--- config.mk ---
export PLATFORM = sky130hd
export DESIGN_NAME = alu_exec_unit
export DESIGN_NICKNAME = d
export VERILOG_FILES = /design/src/rtl/alu_pkg.sv /design/src/rtl/alu_comb_core.sv /design/src/rtl/alu_exec_unit.sv
export SDC_FILE = /design/constraint.sdc
export NUM_CORES = 1
export LEC_CHECK = 0
export ABC_AREA = 1
export BUFFER_PORTS_ARGS = -buffer_cell sky130_fd_sc_hd__buf_2
export CORE_ASPECT_RATIO = 1.4
export CORE_MARGIN = 3
export CORE_UTILIZATION = 50
export CTS_BUF_LIST = sky130_fd_sc_hd__clkbuf_4
export CTS_CLUSTER_DIAMETER = 40
export DETAILED_ROUTE_END_ITERATION = 8
export GPL_TIMING_DRIVEN = 0
export PLACE_DENSITY = 0.69
export SLEW_MARGIN = 20
export SYNTH_ARGS = -nofsm -noshare
export SYNTH_HDL_FRONTEND = slang
export SYNTH_HIERARCHICAL = 1
export SYNTH_SLANG_ARGS = --single-unit
--- constraint.sdc ---
create_clock -name clk -period 2.7 [get_ports clk]
set_clock_uncertainty 0.2 [all_clocks]
set_input_delay 0.27 -clock clk [delete_from_list [all_inputs] [get_ports clk]]
set_output_delay 0.27 -clock clk [all_outputs]
set_load 0.01 [all_outputs]
--- src/rtl/alu_pkg.sv ---
`default_nettype none
// ============================================================================
// Module      : alu_pkg
// Description : Shared definitions for the execution-stage ALU and the ALU
//               decoder: datapath width, ALUControl op codes, FSM state
//               encodings and a shift-op classifier.
// Revision    : 1.0 - initial release
// ============================================================================
package alu_pkg;

    localparam int XLEN = 32;

    // ALUControl op codes (shared with the ALU decoder)
    localparam logic [3:0] ALU_ADD = 4'b0000;
    localparam logic [3:0] ALU_SUB = 4'b0001;
    localparam logic [3:0] ALU_AND = 4'b0010;
    localparam logic [3:0] ALU_OR  = 4'b0011;
    localparam logic [3:0] ALU_SLT = 4'b0101;
    localparam logic [3:0] ALU_SLL = 4'b0110;
    localparam logic [3:0] ALU_SRL = 4'b1001;
    localparam logic [3:0] ALU_SRA = 4'b1010;

    // Execution FSM state encodings
    localparam logic [1:0] ST_IDLE  = 2'd0;
    localparam logic [1:0] ST_SHIFT = 2'd1;
    localparam logic [1:0] ST_DONE  = 2'd2;

    function automatic logic is_shift_op(input logic [3:0] op);
        return (op == ALU_SLL) || (op == ALU_SRL) || (op == ALU_SRA);
    endfunction

endpackage
`default_nettype wire

--- src/rtl/alu_comb_core.sv ---
`default_nettype none
// ============================================================================
// Module      : alu_comb_core
// Description : Purely combinational ALU datapath: ADD, SUB, AND, OR, signed
//               SLT. Unknown codes execute as ADD.
//               Build option ALU_FAST_SHIFT_EN: when defined, SLL/SRL/SRA are
//               computed here by a barrel shifter; otherwise shift ops pass
//               i_a through unchanged (the iterative shifter in the parent
//               starts from that value, and it is the final answer when the
//               shift amount is zero).
// Ports       : i_op [3:0]   ALUControl op code
//               i_a  [XLEN]  operand A
//               i_b  [XLEN]  operand B ([4:0] = shift amount)
//               o_y  [XLEN]  result
// Revision    : 1.0 - initial release
// ============================================================================
module alu_comb_core
    import alu_pkg::*;
(
    input  logic [3:0]      i_op,
    input  logic [XLEN-1:0] i_a,
    input  logic [XLEN-1:0] i_b,
    output logic [XLEN-1:0] o_y
);

    logic w_lt;

    assign w_lt = ($signed(i_a) < $signed(i_b));

    always_comb begin
        o_y = i_a + i_b;
        case (i_op)
            ALU_SUB: o_y = i_a - i_b;
            ALU_AND: o_y = i_a & i_b;
            ALU_OR:  o_y = i_a | i_b;
            ALU_SLT: o_y = {{(XLEN-1){1'b0}}, w_lt};
`ifdef ALU_FAST_SHIFT_EN
            ALU_SLL: o_y = i_a << i_b[4:0];
            ALU_SRL: o_y = i_a >> i_b[4:0];
            ALU_SRA: o_y = XLEN'($signed(i_a) >>> i_b[4:0]);
`else
            ALU_SLL, ALU_SRL, ALU_SRA: o_y = i_a;
`endif
            default: o_y = i_a + i_b;
        endcase
    end

endmodule
`default_nettype wire

--- src/rtl/alu_exec_unit.sv ---
`default_nettype none
// ============================================================================
// Module      : alu_exec_unit
// Description : Execution-stage ALU with valid/ready handshakes on input and
//               output. Arithmetic/logic ops complete in one cycle; shifts
//               run one bit per cycle through the SHIFT state.
//               Build option ALU_FAST_SHIFT_EN: when defined, shifts use the
//               single-cycle barrel shifter in alu_comb_core and SHIFT is
//               never entered.
// Ports       : clk, rst        clock / synchronous active-high reset
//               in_valid/in_ready    request handshake (ready only in IDLE)
//               ALUControl [3:0]     op code, sampled at accept
//               src_a, src_b [XLEN]  operands, sampled at accept
//               out_valid/out_ready  result handshake
//               result [XLEN], zero  result and (result == 0) while valid
// Revision    : 1.0 - initial release
// ============================================================================
module alu_exec_unit
    import alu_pkg::*;
(
    input  logic            clk,
    input  logic            rst,
    input  logic            in_valid,
    output logic            in_ready,
    input  logic [3:0]      ALUControl,
    input  logic [XLEN-1:0] src_a,
    input  logic [XLEN-1:0] src_b,
    output logic            out_valid,
    input  logic            out_ready,
    output logic [XLEN-1:0] result,
    output logic            zero
);

    logic [1:0]      r_state;
    logic [1:0]      w_state_next;
    logic [XLEN-1:0] r_result;
    logic            r_zero;
    logic [4:0]      r_count;
    logic [3:0]      r_op;

    logic            w_accept;
    logic            w_start_shift;
    logic            w_last_shift;
    logic [XLEN-1:0] w_core_y;
    logic [XLEN-1:0] w_shift_y;

    alu_comb_core u_core (
        .i_op (ALUControl),
        .i_a  (src_a),
        .i_b  (src_b),
        .o_y  (w_core_y)
    );

    assign w_accept = in_valid && (r_state == ST_IDLE);

`ifdef ALU_FAST_SHIFT_EN
    assign w_start_shift = 1'b0;
`else
    // A zero shift amount finishes in one cycle with src_a as the result.
    assign w_start_shift = is_shift_op(ALUControl) && (src_b[4:0] != 5'd0);
`endif

    assign w_last_shift = (r_count == 5'd1);

    // One-bit step of the iterative shifter; only shift codes reach SHIFT.
    always_comb begin
        case (r_op)
            ALU_SLL: w_shift_y = {r_result[XLEN-2:0], 1'b0};
            ALU_SRL: w_shift_y = {1'b0, r_result[XLEN-1:1]};
            default: w_shift_y = {r_result[XLEN-1], r_result[XLEN-1:1]};
        endcase
    end

    // ---------------------------------------------------------------- state
    always_ff @(posedge clk) begin
        if (rst) begin
            r_state <= ST_IDLE;
        end else begin
            r_state <= w_state_next;
        end
    end

    // ----------------------------------------------------------- next state
    always_comb begin
        w_state_next = r_state;
        case (r_state)
            ST_IDLE: begin
                if (w_accept) begin
                    w_state_next = w_start_shift ? ST_SHIFT : ST_DONE;
                end
            end
            ST_SHIFT: begin
                if (w_last_shift) begin
                    w_state_next = ST_DONE;
                end
            end
            ST_DONE: begin
                if (out_ready) begin
                    w_state_next = ST_IDLE;
                end
            end
            default: w_state_next = ST_IDLE;
        endcase
    end

    // -------------------------------------------------------------- outputs
    always_comb begin
        in_ready  = (r_state == ST_IDLE);
        out_valid = (r_state == ST_DONE);
        result    = r_result;
        zero      = r_zero && (r_state == ST_DONE);
    end

    // ------------------------------------------------------------- datapath
    always_ff @(posedge clk) begin
        if (rst) begin
            r_result <= '0;
            r_zero   <= 1'b0;
            r_count  <= 5'd0;
            r_op     <= ALU_ADD;
        end else begin
            case (r_state)
                ST_IDLE: begin
                    if (w_accept) begin
                        if (w_start_shift) begin
                            r_result <= src_a;
                            r_count  <= src_b[4:0];
                            r_op     <= ALUControl;
                        end else begin
                            r_result <= w_core_y;
                            r_zero   <= (w_core_y == '0);
                        end
                    end
                end
                ST_SHIFT: begin
                    r_result <= w_shift_y;
                    r_count  <= r_count - 5'd1;
                    if (w_last_shift) begin
                        r_zero <= (w_shift_y == '0);
                    end
                end
                default: begin
                end
            endcase
        end
    end

endmodule
`default_nettype wire
**Word level (Yosys, flattened, before mapping)**

Cells that the tools add are included.

- Register bits: 44

- $add $sub $neg: 3
- Order comparisons: 1
- Eq/ne operators: 17
- Multiplexer cells: 17
- Bitwise operators: 2
- Reduce and logical (&&, ||, !) cells: 16

Operators with widths:

| operator | count |
|---|---|
| $pmux W32 S5 | 1 |
| $pmux W32 S2 | 2 |
| $logic_not A32 Y1 | 2 |
| $mux W32 | 2 |
| $add A32 B32 Y32 | 1 |
| $and A32 B32 Y32 | 1 |
| $lt A32 B32 Y1 | 1 |
| $or A32 B32 Y32 | 1 |
| $sub A32 B32 Y32 | 1 |
| $eq A4 B3 Y1 const B | 3 |
| $eq A4 B4 Y1 const B | 3 |
| $mux W5 | 2 |
| $pmux W5 S2 | 1 |
| $reduce_and A3 Y1 | 3 |
| $eq A4 B2 Y1 const B | 2 |
| $mux W2 | 4 |
| $ne A2 B1 Y1 const B | 3 |
| $pmux W2 S3 | 1 |
| $eq A5 B1 Y1 const B | 1 |
| $reduce_bool A5 Y1 | 1 |
| $sub A5 B1 Y5 const B | 1 |
| $eq A4 B1 Y1 const B | 1 |
| $ne A2 B2 Y1 const B | 2 |
| $reduce_and A4 Y1 | 1 |
| 10 further kinds | 15 |

**Longest topological paths before layout**

- Depth after elaboration: 7
- Gate-level depth with buffers: 23
- Depth with buffers taken out: 23

**Hierarchy**

The synthesis kept the hierarchy.

By module, submodules not included:

| module | times used | cells an instance | area an instance (um^2) | seq. area each (um^2) |
|---|---|---|---|---|
| alu_comb_core | 1 | 1,337 | 6,899.1 | 0.0 |
| alu_exec_unit | 1 | 507 | 3,089.2 | 880.8 |

**Worst setup path after synthesis**

No wires, ideal clock.

- Path kind: input -> register
- From: input src_a[0]
- To: register r_zero
- Data arrival time: 2.247 ns
- Required time: 2.430 ns
- Path slack: 0.184 ns
- Stages on the path: 19
- Path through: inv_1 ha_1 inv_1 fa_1 nand2_2 nand2_1 and2_1 nand2_1 nand3b_2 or2_0 nand3_1 nand4_1 inv_1 nand4_1 nor2_1 nand4_1 nor2_1 nor2_1 a21oi_1

- Word-level cells in the longest chain between the ends: 6
- Elaborated cells on any way between the ends: 10
- Classes of those cells: add/sub: 2; order compare: 1; mux: 4; bitwise: 2; reduce/logical: 1

Ends and longest elaborated chain:

| what | line | RTL |
|---|---|---|
| start, declared | alu_exec_unit.sv:26 | `input logic [XLEN-1:0] src_a,` |
| $add A32 B32 Y32 / $sub A32 B32 Y32 (equally long branches) | -- |  |
| $pmux W32 S5 * | alu_comb_core.sv:32 | `case (i_op)` |
| via w_core_y[12] | alu_exec_unit.sv:44 | `logic [XLEN-1:0] w_core_y;` |
| $logic_not A32 Y1 * | alu_exec_unit.sv:131 | `r_zero <= (w_core_y == '0);` |
| $mux W1 * | alu_exec_unit.sv:125 | `if (w_start_shift) begin` |
| $mux W1 * | alu_exec_unit.sv:124 | `if (w_accept) begin` |
| $pmux W1 S2 * | alu_exec_unit.sv:122 | `case (r_state)` |
| end signal, assigned | alu_exec_unit.sv:131 |  |
| end signal, assigned | alu_exec_unit.sv:139 | `r_zero <= (w_shift_y == '0);` |
| end, declared | alu_exec_unit.sv:37 | `logic r_zero;` |

The timed path passes the listed nets; every way through them passes the cells marked *. The select of a mux whose other input is x is not followed.
A chain may end at the register's enable or synchronous reset.

**Worst setup path after layout**

- From: input src_a[8]
- To: register r_zero

Same word-level chain as after synthesis.

==> results.json <==
{
  "status": "complete, but fails checks",
  "violations": "negative setup slack",
  "syn_nets": 2016,
  "vdd.ir_drop.worst_mv": 0.176,
  "power.leakage_nw": 6.81,
  "setup_ws_ps": -66.8,
  "hold_path_depth": 3,
  "die_h_um": 173,
  "max_slew.worst_pin.slew_ps": 692,
  "drive_gt1_share_pct": 25.7,
  "fmax_mhz": 361,
  "cpPeakStageDelay_ps": 360,
  "finalMaxSlewViolations": 0,
  "synth_edf_count": 0,
  "grt_pass1_wl_um": 60400,
  "synth.area.top_cells": "nand2_1 (22%), inv_1 (15%), ha_1 (12%), dfxtp_1 (8.8%), nand3_1 (6.8%)",
  "finalNetCount": 2170,
  "synth_top_flop_cell": "dfxtp_1",
  "fin_tns_setup_ps": -99.8,
  "ys_types": 55,
  "routed_wl_um": 40500,
  "report.final.hold_viol_count": 0,
  "cts_tree": "yes",
  "start_util_pct": 51.4,
  "critPathMaxFanout": 7,
  "synthesis.area_um2": 9990,
  "final_cells": 2248,
  "hold_class": "in2reg",
  "synth.ff_latch_count": 44,
  "dp_cells": 2197,
  "whs_ps": 11.1,
  "grt_use_total_pct": 35.0,
  "grt_overflow_total": 0,
  "r2r-start": "r_op[1]",
  "drt-initial-drc-count": 1012,
  "routedWlPerCell_um": 18.0,
  "p_total_mw": 3.86,
  "final_cell_mix": "nand2_1 (510), inv_1 (364), nand3_1 (121)",
  "root_buffer": "clkbuf_4",
  "synth-warning-count": 6,
  "cts_buffers": 5,
  "reg2reg_to": "r_zero",
  "crit_top_cell": "nand2_1",
  "clk_latency_ps": 400,
  "cts_buffer_depth": 2,
  "synth_top_area_share_pct": 22.1,
  "grt_max_degree": 13,
  "fin_util_pct": 63.3,
  "via_per_inst": 5.48,
  "die_width_um": 125,
  "fin_crit_sh_pct": 102,
  "path_clk_slew_ps": 130,
  "finalSetupViolCount": 2,
  "syn_area_per_cell_um2": 5.42,
  "placed_area_um2": 10800,
  "first_pass_iters": 5,
  "rsz0062_at_grt": "yes",
  "r2r_setup_slack_ps": 460,
  "critPathRequiredTime_ps": 2820,
  "min_from": "ALUControl[2]",
  "core_region_area_um2": 19400,
  "grt_pass1_vias": 11300,
  "reg2regPathDepth": 11,
  "period_minus_slack_ps": 2770,
  "endpoint_kind": "register",
  "num_rows": 60,
  "syn2layout_area_growth_pct": 23.2,
  "syn_inst": 1844,
  "antenna_left": 0,
  "design.die.area_um2": 21700,
  "numClockSinks": 44,
  "powerDensity_nw_per_um2": 313,
  "cts-htree-levels": 2,
  "cp_slowest_cell": "nor4_4",
  "holdPathEnd": "r_op[2]",
  "vias": 12300,
  "dp_hpwl_um": 32400,
  "numPortBuffers": 105,
  "maxCapViolCount": 0,
  "async_flop_share_pct": 0,
  "path_class": "in2reg",
  "ys_seq_area_share_pct": 8.82,
  "dp_slack_ps": -1040,
  "path_cells": "buf_4 > inv_1 > ha_4 > buf_6 > inv_2 > nand2_1 > nand2_1 > inv_1 > nand2_1 > nand2_2 > nand3_2 > nand2_2 > nand3_1 > nand3_1 > nand3_2 > nor4_4 > nand4_1 > nor2_2 > nor2_1 > a21oi_1",
  "fin_area_um2": 12300,
  "yosysTopAreaCell": "nand2_1",
  "antenna_found_initial": 1,
  "layout_commonest_cell": "nand2_1",
  "io_pins": 107,
  "startpoint_type": "input port",
  "crit_arrival_ps": 2890,
  "maxSlewHeadroom_pct": 53.9,
  "drc": 0,
  "place_congestion": 1.05
}
[registers in the layout, summed over array words and instances, names as in the netlist]
signal   count
result      32
r_count      5
r_op         4
r_state      2
r_zero       1
[synth_stat cells (3+ instances only)]
master	number
o221ai_2	10
inv_2	14
a311oi_1	3
o21ai_1	4
and2_1	3
inv_1	389
nor2_2	15
o2111ai_1	3
buf_6	13
nor2_4	4
a21oi_1	78
o221ai_1	11
clkbuf_1	13
o21ai_0	43
inv_4	3
nand3b_1	4
a211oi_1	7
a31oi_1	7
nand4_1	18
clkinv_1	7
buf_4	13
nor2_1	147
nand2_1	589
o211ai_1	16
xor2_1	15
dfxtp_1	44
buf_2	24
nor4_1	4
ha_1	98
a21oi_2	4
o21bai_1	3
nand3_2	10
o22ai_1	33
nand2_2	30
nor3_1	5
nand3_1	135
[report_power, final]
part / total (mW) / leakage, nW / switching, mW / internal, mW
clock network: 0.356 / 0.0338 / 0.235 / 0.121
registers: 0.772 / 0.361 / 0.0524 / 0.720
logic: 2.73 / 6.42 / 1.76 / 0.965
total: 3.86 / 6.81 / 2.05 / 1.81
[worst max-delay path by stage]
stage,start,endpoint,slack [ps],depth (start not counted)
after CTS,src_a[12],r_zero,1,23
after detailed placement,src_b[0],r_zero,-1040,19
after global placement,src_b[0],r_zero,-1030,19
final,src_a[8],r_zero,-70,20
after floorplan,src_a[0],r_zero,180,19
after global routing,src_a[12],r_zero,-170,23
[metal layers]
metal	track usage (%)	wire, µm	vias to the layer above
li1	-	-	5999
met1	41.3	15500	5594
met2	60.8	19300	577
met3	3.95	2900	157
met4	20.4	2810	0
met5	0	0	-
[what timing repair did]
action                                  in CTS  in global routing
setup buffers                               15                 22
hold endpoints to repair                     4                  0
hold buffers                                 4                  0
cloned                                       0                  1
gates resized for setup                    131                202
pin swaps                                   28                 51
endpoints found under the setup margin       1                  3
[worst max-delay path, delay by kind of cell]
family	cells	cell delay, ps
simple gates	13	1700
buf+inv	5	510
compound gates	1	130
fa+ha+maj	1	260
[cell families after synthesis]
logic type / synth area share, %
xor gates and xnor gates: 1.49
buffers and inverters: 19.9
AOI/OAI and AO/OA: 14.7
DFF: 8.82
and+or+nand+nor: 42.4
adders and majority gates: 12.7
[final cells by class]
cell class	count	area [µm²]
clock buffers	7	52.6
clock inverters	1	3.75
diodes	1	2.50
well taps	248	310
plain buffers	65	517
inverters	414	1570
flip-flops and latches	44	881
repair buffers	147	931
multi-input cells	1321	8040
fillers	2003	7130
No activity file was read; power rests on OpenSTA's default activity.
